[config.mk]
export PLATFORM = sky130hd
export DESIGN_NAME = lcg_rr_arbiter_flat
export DESIGN_NICKNAME = d
export VERILOG_FILES = /design/src/rtl/lcg_rr_arbiter_if.sv /design/src/rtl/lcg_rr_arbiter.sv /design/src/flat_wrapper.sv
export SDC_FILE = /design/constraint.sdc
export NUM_CORES = 1
export LEC_CHECK = 0
export BUFFER_PORTS_ARGS = -buffer_cell sky130_fd_sc_hd__buf_2
export CORE_AREA = 2 2 94 96
export DETAILED_ROUTE_END_ITERATION = 8
export DIE_AREA = 0 0 96 98
export GPL_TIMING_DRIVEN = 1
export PLACE_DENSITY = 0.75
export SLEW_MARGIN = 40
export SYNTH_ARGS = -nofsm -noshare
export SYNTH_HDL_FRONTEND = slang
export SYNTH_SLANG_ARGS = --single-unit
[constraint.sdc]
create_clock -name clk -period 4.2 [get_ports clk]
set_input_delay 0.63 -clock clk [delete_from_list [all_inputs] [get_ports clk]]
set_output_delay 0.63 -clock clk [all_outputs]
set_load 0.02 [all_outputs]
[src/rtl/lcg_rr_arbiter_if.sv]
// Request/grant bundle between the randomness consumers and the shared LCG arbiter.
// Handshake: req[i] is a level held by requester i until it observes gnt[i]; gnt is a
// single-cycle one-hot pulse carrying rand_out, and the requester drops req in that cycle.
interface lcg_rr_arbiter_if #(
   parameter int NREQ = 4
);
   logic [NREQ-1:0] req;
   logic            seed_load;
   logic [15:0]     seed_in;
   logic [NREQ-1:0] gnt;
   logic [15:0]     rand_out;
   logic            rand_valid;
   logic            busy;

   modport master (
      output req, seed_load, seed_in,
      input  gnt, rand_out, rand_valid, busy
   );

   modport slave (
      input  req, seed_load, seed_in,
      output gnt, rand_out, rand_valid, busy
   );
endinterface

[src/rtl/lcg_rr_arbiter.sv]
// Shared 16-bit LCG source with warm-up after reset/reseed, handing one fresh draw
// per grant to NREQ round-robin requesters.
module lcg_rr_arbiter #(
   parameter int          NREQ     = 4,
   parameter int          A        = 22697,
   parameter int          C        = 1,
   parameter logic [15:0] SEED_RST = 16'h1234,
   parameter int          WARMUP   = 4
) (
   input  logic                clk,
   input  logic                rst,
   lcg_rr_arbiter_if.slave     bus,
   output logic                dbg_serve,
   output logic [15:0]         dbg_state
);
   localparam int              PW        = (NREQ > 1) ? $clog2(NREQ) : 1;
   localparam logic [31:0]     A32       = 32'(A);
   localparam logic [31:0]     C32       = 32'(C);
   localparam logic [7:0]      WARM_INIT = 8'(WARMUP);
   localparam logic [PW:0]     NREQ_W    = (PW+1)'(NREQ);
   localparam logic [PW-1:0]   LAST      = PW'(NREQ - 1);

   typedef enum logic {WARM, SERVE} fsm_t;
   localparam fsm_t FSM_INIT = (WARMUP == 0) ? SERVE : WARM;

   fsm_t            fsm_q, fsm_d;
   logic [7:0]      warm_q, warm_d;
   logic [15:0]     lcg_q, lcg_d, lcg_next;
   logic [PW-1:0]   ptr_q, ptr_d;
   logic [NREQ-1:0] gnt_q, gnt_d;
   logic [15:0]     rout_q, rout_d;
   logic            rv_q, rv_d;

   logic            any_req;
   logic [PW-1:0]   winner;
   logic [PW:0]     scan_sum;
   logic [PW-1:0]   scan_idx;

   // Product formed at 32 bits; only the low half is the mod 2^16 result.
   always_comb begin
      lcg_next = 16'(A32 * {16'b0, lcg_q} + C32);
   end

   // First requester at or after ptr, wrapping modulo NREQ.
   always_comb begin
      any_req  = 1'b0;
      winner   = '0;
      scan_sum = '0;
      scan_idx = '0;
      for (int i = 0; i < NREQ; i++) begin
         scan_sum = {1'b0, ptr_q} + (PW+1)'(i);
         if (scan_sum >= NREQ_W) scan_sum = scan_sum - NREQ_W;
         scan_idx = scan_sum[PW-1:0];
         if (!any_req && bus.req[scan_idx]) begin
            any_req = 1'b1;
            winner  = scan_idx;
         end
      end
   end

   always_comb begin
      fsm_d  = fsm_q;
      warm_d = warm_q;
      lcg_d  = lcg_q;
      ptr_d  = ptr_q;
      gnt_d  = '0;
      rv_d   = 1'b0;
      rout_d = rout_q;
      if (bus.seed_load) begin
         // Reseed wins over any request; ptr is deliberately left alone.
         lcg_d  = bus.seed_in;
         warm_d = WARM_INIT;
         fsm_d  = FSM_INIT;
      end else begin
         unique case (fsm_q)
            WARM: begin
               lcg_d  = lcg_next;
               warm_d = warm_q - 8'd1;
               if (warm_q == 8'd1) fsm_d = SERVE;
            end
            SERVE: begin
               if (any_req) begin
                  gnt_d         = '0;
                  gnt_d[winner] = 1'b1;
                  rv_d          = 1'b1;
                  rout_d        = lcg_q;
                  lcg_d         = lcg_next;
                  ptr_d         = (winner == LAST) ? '0 : winner + PW'(1);
               end
            end
            default: fsm_d = FSM_INIT;
         endcase
      end
   end

   always_ff @(posedge clk) begin
      if (rst) begin
         fsm_q  <= FSM_INIT;
         warm_q <= WARM_INIT;
         lcg_q  <= SEED_RST;
         ptr_q  <= '0;
         gnt_q  <= '0;
         rout_q <= '0;
         rv_q   <= 1'b0;
      end else begin
         fsm_q  <= fsm_d;
         warm_q <= warm_d;
         lcg_q  <= lcg_d;
         ptr_q  <= ptr_d;
         gnt_q  <= gnt_d;
         rout_q <= rout_d;
         rv_q   <= rv_d;
      end
   end

   assign bus.gnt        = gnt_q;
   assign bus.rand_out   = rout_q;
   assign bus.rand_valid = rv_q;
   assign bus.busy       = (fsm_q != SERVE);
   assign dbg_serve      = (fsm_q == SERVE);
   assign dbg_state      = lcg_q;

   a_gnt_onehot : assert property (@(posedge clk) disable iff (rst) $onehot0(gnt_q));
   a_valid_gnt  : assert property (@(posedge clk) disable iff (rst) rv_q == (gnt_q != '0));
   a_warm_quiet : assert property (@(posedge clk) disable iff (rst) (fsm_q == WARM) |-> (gnt_q == '0));
   a_ptr_range  : assert property (@(posedge clk) disable iff (rst) {1'b0, ptr_q} < NREQ_W);
endmodule
[src/flat_wrapper.sv]
// flat-port wrapper written by rule: the top's interface ports become plain ports
module lcg_rr_arbiter_flat 
#(
   parameter int          NREQ     = 4,
   parameter int          A        = 22697,
   parameter int          C        = 1,
   parameter logic [15:0] SEED_RST = 16'h1234,
   parameter int          WARMUP   = 4
)
  (clk, rst, dbg_serve, dbg_state, bus_req, bus_seed_load, bus_seed_in, bus_gnt, bus_rand_out, bus_rand_valid, bus_busy);
  lcg_rr_arbiter_if #(.NREQ(NREQ)) bus_i ();
  input  logic clk;
  input  logic rst;
  output logic dbg_serve;
  output logic [15:0] dbg_state;
  input wire logic [$bits(bus_i.req)-1:0] bus_req;
  input wire logic [$bits(bus_i.seed_load)-1:0] bus_seed_load;
  input wire logic [$bits(bus_i.seed_in)-1:0] bus_seed_in;
  output wire logic [$bits(bus_i.gnt)-1:0] bus_gnt;
  output wire logic [$bits(bus_i.rand_out)-1:0] bus_rand_out;
  output wire logic [$bits(bus_i.rand_valid)-1:0] bus_rand_valid;
  output wire logic [$bits(bus_i.busy)-1:0] bus_busy;
  assign bus_i.req = bus_req;
  assign bus_i.seed_load = bus_seed_load;
  assign bus_i.seed_in = bus_seed_in;
  assign bus_gnt = bus_i.gnt;
  assign bus_rand_out = bus_i.rand_out;
  assign bus_rand_valid = bus_i.rand_valid;
  assign bus_busy = bus_i.busy;
  lcg_rr_arbiter #(.NREQ(NREQ), .A(A), .C(C), .SEED_RST(SEED_RST), .WARMUP(WARMUP)) u_core (.clk(clk), .rst(rst), .bus(bus_i), .dbg_serve(dbg_serve), .dbg_state(dbg_state));
endmodule
======== Yosys cells after proc, flatten, opt, wreduce, memory -nomap -nowiden ========
Index checks and enable logic that the tools add are counted.
storage, ports and cells
  flip-flop bits (word level) ............. 48
  bits in latches ......................... 0
  memory bits (writable) .................. 0
  bits in read-only memories .............. 0
  input bits .............................. 23
  word-level logic and storage cells ...... 74
  memories kept ........................... 0
operators by class
  add/sub/neg operators ................... 10
  multipliers ............................. 1
  divide/modulo/power cells ............... 0
  $lt $le $gt $ge ......................... 10
  equal/unequal tests ..................... 3
  shift-type cells ........................ 0
  mux-type cells .......................... 29
  bitwise operators ....................... 3
  reductions and logical operators ........ 11
operators by type and width
  kind                    count
  $mux 16                 2
  $pmux 16 s2             1
  $mux 2                  9
  $add 16x1->16 const B   1
  $mul 15x16->16 const A  1
  $lt 2x3->1 const B      5
  $mux 1                  12
  $ge 3x3->1 const B      3
  $bmux 1 s2              4
  $eq 8x1->1 const B      1
  $sub 2x1->2 const B     4
  $sub 8x1->8 const B     1
  $add 2x2->3 const B     2
  $logic_and 1x1->1       4
  $reduce_or 4->1         1
  $add 2x1->3 const B     1
  $ge 2x3->1 const B      1
  $logic_not 1->1         3
  $ne 3x3->1 const B      1
  $not 1->1               3
  $reduce_and 3->1        1
  $reduce_or 3->1         1
  $add 2x1->2 const B     1
  $demux 1 s2             1
  other kinds (3)         3

======== Depth between registers and ports, before layout ========
Gate-level depths: netlist of run 1.
  depth in word-level cells ............... 18
  gate-level depth with buffers ........... 16
  mapped depth without buffers ............ 16

======== Worst setup path before layout of run 1 ========
No wires, ideal clock.
  path type ............................... register to register
  start ................................... register u_core.lcg_q[7] (netlist: u_core.dbg_state[7])
  end ..................................... register u_core.lcg_q[15] (netlist: u_core.dbg_state[15])
  library setup time ...................... 0.134 ns
  arrival time ............................ 4.104 ns
  data required time ...................... 4.066 ns
  setup slack ............................. -0.038 ns
  cell stages (with the launch flop) ...... 17
  buffers on the path ..................... 0
  period minus slack after synthesis ...... 4.238 ns
  path through ............................ dfxtp_1 ha_1 inv_1 fa_1 inv_1 ha_1 inv_1 fa_1 inv_1 fa_1 ha_1 ha_1 and4_4 a2111oi_4 a21oi_1 xnor2_1 o22ai_1
between the ends
  cells in the longest elaborated chain, start to end .. 5
ends and longest elaborated chain
  what                      RTL line               RTL
  start: declaration        lcg_rr_arbiter.sv:28   logic [15:0] lcg_q, lcg_d, lcg_next;
  start signal: assignment  lcg_rr_arbiter.sv:108  lcg_q <= lcg_d;
  $mul 15x16->16 (*)        lcg_rr_arbiter.sv:41   lcg_next = 16'(A32 * {16'b0, lcg_q} + C32);
  $add 16x1->16 (*)         lcg_rr_arbiter.sv:41
  $mux 16                   lcg_rr_arbiter.sv:82   if (any_req) begin
  $pmux 16 s2 (*)           lcg_rr_arbiter.sv:75   unique case (fsm_q)
  $mux 16 (*)               lcg_rr_arbiter.sv:69   if (bus.seed_load) begin
Every way passes the cells marked *; elsewhere a longest branch is shown, timed or not. The select of a mux whose other input is x is not followed.
A chain may end at the register's enable or synchronous reset.

======== Final worst setup path of run 1 ========
  start ................................... register u_core.lcg_q[8] (netlist: u_core.dbg_state[8])
  end ..................................... register u_core.lcg_q[15] (netlist: u_core.dbg_state[15])
The elaborated chain is that of the path after synthesis.

==> key figures, run 1 <==
Run status
  • Status: completed

Setup path
  • Arrival @ worst endpoint: 4.26 ns
  • Reg-to-reg startpoint: u_core.dbg_state[8]
  • Crit path required time: 4.36 ns
  • CP max FO: 6
  • Setup crit start: u_core.dbg_state[8]
  • Startpoint Class: flip-flop
  • Critical path class: reg2reg
  • Crit path capture type: flip-flop
  • Worst R2R Path Depth: 16

Detailed routing
  • Drt pass-1 iters: 4
  • Via density: 5.196
  • Detailed Route WL: 9325 um
  • Routed vias: 3102
  • Initial DRC Count: 208
  • DRC Markers: 0
  • Routed Antenna Nets: 0
  • Routed len/inst: 15.62 um

Synthesis
  • Post-Syn Nets: 517
  • Synthesized area: 3689 um2
  • Seq/Total Area, Yosys: 0.2605
  • Syn Area/Cell: 9.018 um2
  • Post-Syn Instances: 409
  • Count of cell types in the netlist: 42
  • Yosys top cell area share: 0.2605
  • Synth Flop Type: dfxtp_1
  • Cell taking the most area after synthesis: dfxtp_1
  • Async SR Flop Fraction: 0
  • Top post-synthesis cells by area: dfxtp_1, ha_1, fa_1, nand2_1, xnor2_1
  • #FFs+latches synth: 48
  • Synth Warn #: 0
  • EDFF count, synth: 0

Placed design
  • Cells after DPL: 589
  • HPWL after DPL: 7212 um
  • Port Buffer Count: 61
  • GP Congestion: 0.8790

Timing
  • Setup violators final: 0
  • Fin crit period: 4.102 ns
  • Relative slew slack: 0.5229
  • Fmax: 243.8 MHz
  • Endpoints failing hold: 0
  • Tcrit/Tclk final: 0.9766
  • Slew Limit Fails: 0
  • Worst-margin pin slew: 0.7157 ns
  • Clk_skew: 0.004228 ns

Floorplan
  • Die Span X: 96 um
  • I/O pins: 62
  • Row count: 34
  • Initial core utilization: 0.4357
  • Core area: 8466 um2
  • Die Ht: 98 um
  • Die area: 9408 um2

Run
  • Max Cap Violations: 0

Min path
  • Min-Delay Path Class: reg2reg
  • Worst Hold Launch: u_core.bus.rand_out[5]
  • Hold Path Cell Cnt: 2

GRT
  • First-pass GRT wire length: 14810 um
  • Vias in the first global route: 3037
  • GRT Total Usage: 0.2013
  • Largest net degree at the start of global routing: 38
  • Initial antenna violation count: 0
  • Gr ovfl total: 0

Finish
  • Storage element area: 969.7 um2
  • Nets: 596
  • Area of the multi-input gates: 2597 um2
  • Non-Filler Instances: 597
  • Share of post-route cells with drive strength above 1: 0.2454
  • Area delta synth->final: 20.66%
  • N_diodes: 0
  • Filler Cell Count: 777

Clocking
  • Clock sink count: 48
  • CTS clk-pin slew, worst paths: 0.09 ns
  • H-Tree Depth: 2
  • CTS hold repair buffers: 0
  • CTS Root Cell: clkbuf_8
  • Clock Path Buffers: 2
  • Later-pin clock latency in the skew report: 0.30 ns
  • CTS Buf Count: 5
  • TritonCTS clock tree: done
worst max-delay path: stages (launching register included):
cell     delay (ns)
dfxtp_2        0.38
ha_1           0.30
inv_1          0.06
fa_1           0.51
inv_1          0.04
ha_1           0.29
fa_1           0.48
inv_1          0.06
fa_1           0.54
inv_1          0.06
ha_1           0.34
ha_4           0.27
o21a_1         0.18
nor2_1         0.13
a21oi_2        0.05
xnor2_1        0.17
o22ai_1        0.09
what timing repair did:
action                     4_1_cts  5_1_grt
pin swaps                        0        8
cloned                           0        0
setup endpoints to repair        2        4
gates resized for setup          1       11
setup buffers                    0        0
final cells by class:
class	instances	share of cell area
clock buffer	7	0.01940
multi-input combinational	302	0.5836
sequential	48	0.2179
clock inverter	1	0.001687
tap	108	0.03036
timing repair buffer	84	0.1074
inverter	47	0.03964
cells by family (layout without fill, tap and decap cells):
family	Yosys count	count (layout)	synth area share
AOI/OAI and AO/OA	68	68	0.1255
buffers and inverters	59	139	0.06174
xor gates and xnor gates	30	30	0.07124
DFF	48	48	0.2605
adders and majority gates	85	85	0.3311
and+or+nand+nor	114	114	0.1364
muxes	5	5	0.01357
per-layer routing:
layer / GRT usage / share of wire / vias to the layer above / wire length [um]
met2: 0.3387 / 0.49 / 114 / 4613
met4: 0.05165 / 0.012 / 0 / 112
li1: - / - / 1519 / -
met5: 0 / 0 / - / 0
met3: 0.02855 / 0.061 / 11 / 565
met1: 0.2691 / 0.43 / 1458 / 4034
per-stage QoR:
step	setup slack [ns]	setup TNS (ns)	hold WS [ns]	utilization	cell area (um2)
floorplan	0.04018	0	0.4801	-	3696
global placement	0.06431	0	0.4395	0.5030	4258
detailed placement	-0.05266	-0.05397	0.4481	0.5030	4258
CTS	0.006530	0	0.4598	0.5146	4357
global route	-0.03483	-0.03483	0.4845	0.5257	4451
finish	0.09815	0	0.4559	0.5257	4451
cells in the mapped netlist, types with 2 or more instances:
master / instances
ha_1: 64
nand2_1: 53
dfxtp_1: 48
inv_1: 47
a21oi_1: 36
nor2_1: 31
fa_1: 21
xnor2_1: 21
xor2_1: 9
clkbuf_1: 8
o21ai_0: 7
mux2i_1: 5
a211oi_1: 4
and2_1: 4
nand3_1: 4
nor3_1: 4
nor4_1: 4
nand2b_1: 3
o211ai_1: 3
o22ai_1: 3
a2111oi_4: 2
a211o_1: 2
a22oi_1: 2
and3_1: 2
buf_2: 2
o21a_1: 2
or2_2: 2
or3_1: 2
final timing paths:
kind	to	slack (ns)
worst min-delay path	u_core.bus.rand_out[5]	0.46
worst max register to register	u_core.dbg_state[15]	0.1
worst min register to register	u_core.bus.rand_out[5]	0.46
worst max-delay path	u_core.dbg_state[15]	0.1
state kept, by name (all words and copies together), names as in the netlist:
name and flops:
u_core.ptr_q 2, u_core.dbg_state 16, u_core.bus.gnt 4, u_core.warm_q 8
u_core.dbg_serve 1, u_core.bus.rand_out 16, u_core.bus.rand_valid 1
placed cells by master, fill, tap and decap left out, drive strengths merged, types with 2 or more instances in the layout:
cell type / count
buf: 84
ha: 64
nand2: 53
dfxtp: 48
inv: 47
a21oi: 36
nor2: 32
fa: 21
xnor2: 21
xor2: 9
o21ai: 7
clkbuf: 7
mux2i: 5
a211oi: 5
nor3: 5
nor4: 4
and2: 4
nand3: 4
nand2b: 3
o22ai: 3
o211ai: 3
o21a: 2
and3: 2
a2111oi: 2
a22oi: 2
or2: 2
or3: 2
a211o: 2
o31ai: 2
Power of run 1 is not shown: default switching activity piles up to over one toggle a cycle in this logic, so the estimate is an artifact.
==> run 2: changes to the inputs <==
--- a/config.mk
+++ b/config.mk
@@ -10,7 +10,7 @@
 export DETAILED_ROUTE_END_ITERATION = 8
 export DIE_AREA = 0 0 96 98
 export GPL_TIMING_DRIVEN = 1
-export PLACE_DENSITY = 0.75
+export PLACE_DENSITY = 0.67
 export SLEW_MARGIN = 40
 export SYNTH_ARGS = -nofsm -noshare
 export SYNTH_HDL_FRONTEND = slang
==> run 2 against run 1 <==
  * Via count is the same
  * Sequential share of layout area shrank 0.070 points
  * Count of clock-buffer cells in the layout shrank 1
  * Die area is the same
  * Utilization grew 0.24 points
  * First-iteration DRC count shrank 17%
  * Flip-flop and latch count is the same
==> key figures, run 2 (synthesis results as in run 1) <==
GRT
  • Largest net degree at the start of global routing: 38
  • First-pass GRT wire length: 14810 um
  • Initial antenna violation count: 0
  • Gr ovfl total: 0
  • Vias in the first global route: 3042
  • GRT Total Usage: 0.2018

Placed design
  • Port Buffer Count: 61
  • HPWL after DPL: 7306 um
  • Cells after DPL: 589
  • GP Congestion: 0.9215

Detailed routing
  • Drt pass-1 iters: 5
  • DRC Markers: 0
  • Routed len/inst: 15.32 um
  • Detailed Route WL: 9128 um
  • Via density: 5.205
  • Routed Antenna Nets: 0
  • Routed vias: 3102
  • Initial DRC Count: 173

Finish
  • Area delta synth->final: 21.20%
  • Most common cell after layout, fill and taps aside: buf_2
  • N_diodes: 0
  • Non-Filler Instances: 596
  • Nets: 596
  • Storage element area: 970.9 um2
  • Filler Cell Count: 788
  • Share of post-route cells with drive strength above 1: 0.2459
  • Area of the multi-input gates: 2619 um2
  • Most frequent cells in the layout: buf_2, ha_1, nand2_1, inv_1, dfxtp_1

Timing
  • Tcrit/Tclk final: 0.9649
  • Hold_ws: 0.4547 ns
  • Clk_skew: 0.01078 ns
  • Endpoints failing hold: 0
  • Setup violators final: 0
  • Slew Limit Fails: 0
  • Fmax: 246.7 MHz
  • Relative slew slack: 0.5411
  • Setup TNS: 0 ns
  • Worst-margin pin slew: 0.6884 ns
  • Fin crit period: 4.053 ns

Setup path
  • Critical path class: reg2reg
  • Crit path largest cell delay: 0.49 ns
  • Crit path required time: 4.37 ns
  • CP top delay family: adder cells
  • Crit path capture type: flip-flop
  • CP Buf/Inv Count: 1
  • Critical path, cell by cell: buf_4, ha_1, fa_1, ha_1, ha_1, fa_1, ha_1, ha_1, or2_2, a21oi_2, o31ai_2, xnor2_1, o22ai_1
  • Slowest cell on crit path: fa_1
  • CP max FO: 6
  • Arrival @ worst endpoint: 4.22 ns
  • Most used cell, CP: ha_1
  • Startpoint Class: flip-flop

Floorplan
  • Die area: 9408 um2
  • Core area: 8466 um2
  • Die Ht: 98 um
  • I/O pins: 62
  • Initial core utilization: 0.4357
  • Die Span X: 96 um
  • Row count: 34

Clocking
  • Clock Path Buffers: 2
  • Clock sink count: 48
  • Post-CTS Setup Repair Bufs: 0
  • TritonCTS clock tree: done
  • CTS clk-pin slew, worst paths: 0.09 ns
  • Later-pin clock latency in the skew report: 0.30 ns
  • H-Tree Depth: 2
  • CTS Root Cell: clkbuf_8
  • CTS hold repair buffers: 0
  • CTS Buf Count: 5

Run
  • Max Cap Violations: 0

Min path
  • Min-Delay Path Class: reg2reg

Run status
  • Status: completed
==> run 2: tightest hold or removal path, cell delays in order (launching register included) <==
cell and delay [ns]:
dfxtp_1 0.32, nand2_1 0.05, a21oi_1 0.05
==> run 2: final cells by class <==
type / instances / area share
clock buffer: 6 / 0.01847
clock inverter: 1 / 0.001959
inverter: 47 / 0.03946
multi-input combinational: 302 / 0.5858
sequential: 48 / 0.2172
tap: 108 / 0.03023
timing repair buffer: 84 / 0.1069
==> run 2: what timing repair did <==
| action | CTS | global route |
|---|---|---|
| pin swaps | 2 | 8 |
| gates resized for setup | 1 | 14 |
| setup endpoints to repair | 2 | 6 |
==> run 2: metrics by stage <==
| step | setup WS, ns | area [um2] | utilization |
|---|---|---|---|
| 2_1_floorplan | 0.04018 | 3696 | - |
| 3_3_place_gp | 0.07657 | 4258 | 0.5030 |
| 3_5_place_dp | -0.04581 | 4258 | 0.5030 |
| 4_1_cts | 0.003927 | 4354 | 0.5143 |
| 5_1_grt | -0.01474 | 4471 | 0.5281 |
| 6_report | 0.1473 | 4471 | 0.5281 |
==> run 2: final timing paths <==
path                      startpoint                       to  slack, ns  depth (start not counted)
max reg2reg      u_core.dbg_state[7]     u_core.dbg_state[14]       0.15                         13
min          u_core.bus.rand_out[15]  u_core.bus.rand_out[15]       0.45                          2
max              u_core.dbg_state[7]     u_core.dbg_state[14]       0.15                         13
min reg2reg  u_core.bus.rand_out[15]  u_core.bus.rand_out[15]       0.45                          2
==> run 2: layer usage <==
metal	track usage	up-vias	wire, um
li1	-	1519	-
met1	0.2879	1467	4142
met2	0.3296	105	4365
met3	0.02701	11	500
met4	0.03297	0	119
met5	0	-	0
Power of run 2 is left out for the same reason.
